==> config.mk <==
export PLATFORM = sky130hd
export DESIGN_NAME = ws2812_top
export DESIGN_NICKNAME = d
export VERILOG_FILES = /design/src/rtl/ws2812_pkg.sv /design/src/rtl/ws2812_if.sv /design/src/rtl/ws2812_bit_tx.sv /design/src/rtl/ws2812_top.sv
export SDC_FILE = /design/constraint.sdc
export NUM_CORES = 1
export LEC_CHECK = 0
export CAP_MARGIN = 25
export CELL_PAD_IN_SITES_DETAIL_PLACEMENT = 1
export CELL_PAD_IN_SITES_GLOBAL_PLACEMENT = 1
export CORE_MARGIN = 2
export CORE_UTILIZATION = 30
export DETAILED_ROUTE_END_ITERATION = 12
export HOLD_SLACK_MARGIN = 0.02
export PLACE_DENSITY_LB_ADDON = 0.1
export SYNTH_ARGS = -nofsm -noshare
export SYNTH_HDL_FRONTEND = slang
export SYNTH_HIERARCHICAL = 1
export SYNTH_SLANG_ARGS = --single-unit
==> constraint.sdc <==
create_clock -name clk -period 5.1 [get_ports clk]
set_input_delay 1.02 -clock clk [delete_from_list [all_inputs] [get_ports clk]]
set_output_delay 1.02 -clock clk [all_outputs]
set_load 0.02 [all_outputs]
==> src/rtl/ws2812_pkg.sv <==
// WS2812 shared timing constants, cycle conversion and FSM states.
// Imported by the strip driver and its one-bit encoder.
package ws2812_pkg;

  localparam int T0H_NS  = 400;
  localparam int T1H_NS  = 800;
  localparam int TBIT_NS = 1250;
  localparam int TRST_NS = 60_000;

  typedef enum logic {
    ST_RESET = 1'b0,
    ST_SEND  = 1'b1
  } state_t;

  // 64-bit intermediate: 50 MHz * 60 us overflows 32 bits.
  function automatic int ns2cyc(
    input longint f_clk,
    input longint ns
  );
    return int'(f_clk / 1000 * ns / 1_000_000);
  endfunction

endpackage

==> src/rtl/ws2812_if.sv <==
// Bit-level handshake between the frame sequencer and the encoder.
// The sequencer starts a bit; the encoder flags its final cycle.
interface ws2812_if;
  logic start;
  logic bit_val;
  logic dat;
  logic bit_done;

  modport master (
    output start,
    output bit_val,
    input  dat,
    input  bit_done
  );

  modport slave (
    input  start,
    input  bit_val,
    output dat,
    output bit_done
  );
endinterface

==> src/rtl/ws2812_bit_tx.sv <==
// WS2812 one-bit NRZ encoder: high for T0H/T1H, low to TBIT.
// bit_done marks the last cycle so the next start follows seamlessly.
module ws2812_bit_tx
  import ws2812_pkg::*;
#(
  parameter int T0H  = 20,
  parameter int T1H  = 40,
  parameter int TBIT = 62
) (
  input logic     clk,
  input logic     rst_n,
  ws2812_if.slave tx
);

  localparam int BW = $clog2(TBIT + 1);

  logic [BW-1:0] cnt;
  logic [BW-1:0] hi;
  logic          busy;
  logic          dat_q;

  assign tx.dat      = dat_q;
  assign tx.bit_done = busy && (cnt == BW'(TBIT - 1));

  always_ff @(posedge clk or negedge rst_n) begin
    if (!rst_n) begin
      busy  <= 1'b0;
      cnt   <= '0;
      hi    <= '0;
      dat_q <= 1'b0;
    end else if (tx.start) begin
      busy  <= 1'b1;
      cnt   <= '0;
      hi    <= tx.bit_val ? BW'(T1H) : BW'(T0H);
      dat_q <= 1'b1;
    end else if (busy) begin
      cnt <= cnt + 1'b1;
      if ((cnt + 1'b1) == hi) begin
        dat_q <= 1'b0;
      end
      if (tx.bit_done) begin
        busy <= 1'b0;
      end
    end
  end

endmodule

==> src/rtl/ws2812_top.sv <==
// WS2812 strip driver with a moving-dot demo pattern.
// Frames: TRST latch gap, then NUM_LEDS x 24 GRB bits, repeated.
module ws2812_top
  import ws2812_pkg::*;
#(
  parameter int          F_CLK    = 12_000_000,
  parameter int          NUM_LEDS = 8,
  parameter logic [23:0] COLOR    = 24'h102040
) (
  input  logic clk,
  output logic ws2812_dat,
  output logic ws2812_done,
  output logic ws2812_reset,
  input  logic reset_n
);

  localparam int T0H  = ns2cyc(F_CLK, T0H_NS);
  localparam int T1H  = ns2cyc(F_CLK, T1H_NS);
  localparam int TBIT = ns2cyc(F_CLK, TBIT_NS);
  localparam int TRST = ns2cyc(F_CLK, TRST_NS);
  localparam int CW   = $clog2(TRST + 1);
  localparam int PW   = (NUM_LEDS > 1) ? $clog2(NUM_LEDS) : 1;

  if (T0H < 1 || T1H < 1 || TBIT < 1 || TRST < 1) begin : g_bad_min
    $error("ws2812_top: timing constant below one cycle");
  end
  if (T1H >= TBIT) begin : g_bad_bit
    $error("ws2812_top: T1H must be shorter than TBIT");
  end

  ws2812_if bus ();

  ws2812_bit_tx #(
    .T0H  (T0H),
    .T1H  (T1H),
    .TBIT (TBIT)
  ) u_bit_tx (
    .clk   (clk),
    .rst_n (reset_n),
    .tx    (bus.slave)
  );

  state_t        state;
  logic [CW-1:0] cnt;
  logic [PW-1:0] pix;
  logic [PW-1:0] frame;
  logic [4:0]    bidx;
  logic [23:0]   shreg;

  logic          gap_end;
  logic          bit_end;
  logic          pix_end;
  logic          frm_end;
  logic [PW-1:0] nxt_pix;
  logic [23:0]   nxt_word;

  always_comb begin
    gap_end  = (state == ST_RESET) && (cnt == CW'(TRST - 1));
    bit_end  = (state == ST_SEND) && bus.bit_done;
    pix_end  = bit_end && (bidx == 5'd0);
    frm_end  = pix_end && (pix == PW'(NUM_LEDS - 1));
    nxt_pix  = gap_end ? '0 : pix + 1'b1;
    nxt_word = (nxt_pix == frame) ? COLOR : 24'h000000;
  end

  // Next bit is launched on the edge the current one ends: no gaps.
  assign bus.start   = gap_end || (bit_end && !frm_end);
  assign bus.bit_val = (gap_end || pix_end) ? nxt_word[23]
                                            : shreg[22];
  assign ws2812_dat  = bus.dat;

  always_ff @(posedge clk or negedge reset_n) begin
    if (!reset_n) begin
      state        <= ST_RESET;
      cnt          <= '0;
      pix          <= '0;
      frame        <= '0;
      bidx         <= '0;
      shreg        <= '0;
      ws2812_done  <= 1'b0;
      ws2812_reset <= 1'b1;
    end else begin
      ws2812_done <= 1'b0;
      unique case (state)
        ST_RESET: begin
          if (gap_end) begin
            state        <= ST_SEND;
            ws2812_reset <= 1'b0;
            cnt          <= '0;
            pix          <= '0;
            bidx         <= 5'd23;
            shreg        <= nxt_word;
          end else begin
            cnt <= cnt + 1'b1;
          end
        end
        ST_SEND: begin
          if (frm_end) begin
            state        <= ST_RESET;
            ws2812_done  <= 1'b1;
            ws2812_reset <= 1'b1;
            cnt          <= '0;
            frame        <= (frame == PW'(NUM_LEDS - 1))
                            ? '0 : frame + 1'b1;
          end else if (pix_end) begin
            pix   <= nxt_pix;
            bidx  <= 5'd23;
            shreg <= nxt_word;
          end else if (bit_end) begin
            bidx  <= bidx - 1'b1;
            shreg <= shreg << 1;
          end
        end
        default: state <= ST_RESET;
      endcase
    end
  end

endmodule

==> run_results.csv <==
group,metric,value,unit
detailed_routing,ant_nets,0,
synthesis,synth_top_cell_area_share,49.2,%
timing,fin_skew,0.00982,ns
cells_and_area,antennaDiodeCount,0,
clock_network,cts_tree,"done",
clock_network,post_cts_buffers,0,
floorplan,core_region_area,7810,sq um
clock_network,cts_root_buf,"clkbuf_8",
detailed_routing,dr_total_vias,1712,
synthesis,synth_edf_count,0,
synthesis,synthTopCellsByArea,"dfrtp_1 (49%), a22o_1 (5.4%), ha_1 (4.6%), mux2_2 (2.3%), nand2_1 (2.3%)",
setup_path,cp_max_fo,17,
flow_run,maxCapViolCount,0,
synthesis,synth.most_common_cell,"dfrtp_1",
synthesis,synth_area_per_cell,10.9,sq um
timing,final-hold-violation-count,0,
synthesis,synth_nets,235,
floorplan,start_util,31.3,%
timing,fin_crit,2.95,ns
floorplan,num_io_pins,5,
timing,slew_headroom,36.2,%
setup_path,path_class,"flip-flop to flip-flop",
min_path,min_path_type,"flip-flop to flip-flop",
global_route,grt_pass1_wl,9.32,mm
timing,fmax,339,MHz
synthesis,synth_async_sr_flop_share,100,%
global_route,grt_usage,13.4,%
setup_path,worstPathRequired,5.29,ns
timing,tightestPinTransition,0.953,ns
detailed_routing,drt_iter0_drc,36,
global_route,grt_pass1_vias,1815,
synthesis,synth_cell_types,48,
global_route,grt-ovfl-total,0,
cells_and_area,syn2layout_area_growth,10.5,%
floorplan,die_x,94.2,um
global_route,antenna_found_initial,0,
setup_path,endpoint_kind,"flip-flop",
clock_network,clock_latency,0.31,ns
setup_path,critPathLaunchType,"flip-flop",
detailed_routing,dr.pass1.iters,4,
synthesis,ys_seq_area_share,50.3,%
detailed_routing,wl_per_cell,15.8,um
detailed_routing,drc,0,
synthesis,yosysWarnings,6,
timing,rsz0062_at_grt,"false",
synthesis,synth_commonest_cells,"dfrtp_1 (48), a22o_1 (15), nand2_1 (15)",
power_and_ir_drop,power_density,273,nW/um^2
timing,setup_violations,0,
placed_design,place.gp.congestion,0.682,
clock_network,numCtsBuffers,5,
cells_and_area,final_layout_size_suffix_gt1_share,11.4,%
cells_and_area,fill_cells,873,
synthesis,synthFlopType,"dfrtp_1",
floorplan,die_h,94.2,um
cells_and_area,final_nets,238,
placed_design,placed_area,2560,sq um
global_route,grt_max_degree,50,
clock_network,ctsHoldBuffers,0,
synthesis,yosysTopAreaCell,"dfrtp_1",
timing,fin_crit_sh,57.9,%
floorplan,dieArea,8870,sq um
power_and_ir_drop,cellLeakagePower,1.31,nW
clock_network,post_cts_resized,0,
detailed_routing,drt-total-wl,5.23,mm
clock_network,htreeDepth,2,
status,outcome,"completed",
clock_network,clk_pin_slew,0.10,ns
clock_network,cts_max_path_buffers,2,
setup_path,cp.arrival,3.14,ns
cells_and_area,design_area,2700,sq um
floorplan,num_rows,32,
timing,maxSlewViolCount,0,
detailed_routing,vias_per_cell,5.19,
clock_network,clock-sinks,49,
synthesis,syn_area,2440,sq um
power_and_ir_drop,vdd.ir_drop.worst,0.161,mV
timing,fin_tns_setup,0,ns
placed_design,dp_hpwl,3.57,mm
placed_design,place.port_buffers,4,
synthesis,synth-seq-cells,49,
synthesis,synthesis.instances,224,
[state kept, by name, indices dropped and copies added, names as in the netlist, 2 cells and up]
signal	count
shreg	17
cnt	10
bidx	5
u_bit_tx/cnt	4
frame	3
pix	3
u_bit_tx/hi	2
[metal layers]
| metal | part of all wire (%) | wire, um | track usage (%) | vias up |
|---|---|---|---|---|
| met4 | 1.0 | 54 | 3.99 | 0 |
| met2 | 46 | 2390 | 21.5 | 12 |
| li1 | - | - | - | 836 |
| met5 | 0 | 0 | 0 | - |
| met1 | 51 | 2690 | 18.4 | 859 |
| met3 | 1.7 | 91 | 2.65 | 5 |
[cell usage in the layout, fill, tap and decap left out, types with 2 or more instances in the layout]
master / synthesis / layout
nand4b_1: 3 / 3
a22o_1: 15 / 15
clkbuf_8: 0 / 5
mux2i_1: 3 / 3
bufinv_16: 0 / 2
buf_4: 1 / 2
or3_1: 3 / 3
dfrtp_1: 48 / 48
o22ai_1: 2 / 2
nor2_1: 14 / 14
nand2_1: 15 / 15
ha_1: 9 / 9
a21oi_1: 10 / 10
a32oi_1: 2 / 2
nand4_1: 4 / 4
a211o_1: 2 / 2
nor3_1: 6 / 6
inv_1: 8 / 8
or4b_4: 2 / 2
and3_1: 8 / 8
xor2_1: 4 / 4
mux2_2: 5 / 5
clkdlybuf4s50_1: 0 / 3
nand3_1: 10 / 10
xnor2_1: 4 / 4
nor4_1: 4 / 4
and2_1: 4 / 4
a31oi_1: 7 / 7
o21ai_0: 3 / 3
[stage by stage]
stage                     util [%]  hold slack (ns)  worst slack (ns)  std cells  total power, W
after global routing          34.5            0.528              1.91        330        0.000767
final                         34.5            0.507              2.15        330        0.000737
after global placement        32.7            0.485              2.22        321        0.000405
after CTS                     34.5            0.514              2.11        330        0.000750
after detailed placement      32.8            0.478              2.14        322        0.000405
after floorplan                  -            0.447              2.87        224        0.000396
[path summary, 6_finish.rpt]
| check | from | end | slack, ns | cells past startpoint |
|---|---|---|---|---|
| max | bidx[0] | u_bit_tx/tx.dat | 2.15 | 8 |
| min | ws2812_reset | ws2812_reset | 0.51 | 2 |
| max reg2reg | bidx[0] | u_bit_tx/tx.dat | 2.15 | 8 |
| min reg2reg | ws2812_reset | ws2812_reset | 0.51 | 2 |
| max in group asynchronous | reset_n | state | 3.85 | 2 |
| min in group asynchronous | reset_n | u_bit_tx/cnt[3] | 0.82 | 2 |
[area by class of cell]
class,instances,area (sq um),share of cell area [%]
sequential,49,1230,45.5
multi-input combinational,157,1120,41.7
tap,102,128,4.73
clock buffer,5,68.8,2.55
clock inverter,3,68.8,2.55
timing repair buffer,6,50.0,1.86
inverter,8,30.0,1.11
[cell families (layout without fill, tap and decap cells)]
group | count (synthesis) | after routing | share of synthesized area [%]
mux | 8 | 8 | 3.54
compound gates | 50 | 50 | 15.0
simple gates | 81 | 81 | 19.4
xor+xnor | 9 | 9 | 3.54
flops | 49 | 49 | 50.3
buf+inv | 18 | 22 | 3.69
fa+ha+maj | 9 | 9 | 4.61
[power by group]
| part | total (W) | internal (W) | switching [W] | leakage, nW |
|---|---|---|---|---|
| combinational | 0.00000846 | 0.000000767 | 0.00000769 | 0.576 |
| clock | 0.000341 | 0.000198 | 0.000143 | 0.0687 |
| sequential | 0.000388 | 0.000388 | 0 | 0.667 |
| total | 0.000737 | 0.000587 | 0.000151 | 1.31 |
[critical path: stages (launching register included)]
cell     delay, ns
dfrtp_1       0.38
inv_1         0.12
ha_1          0.18
nor4b_1       0.49
a21o_2        0.30
and2_1        0.54
inv_1         0.35
nor4_1        0.36
a31oi_1       0.11
Power figures use the tool's default switching activity.
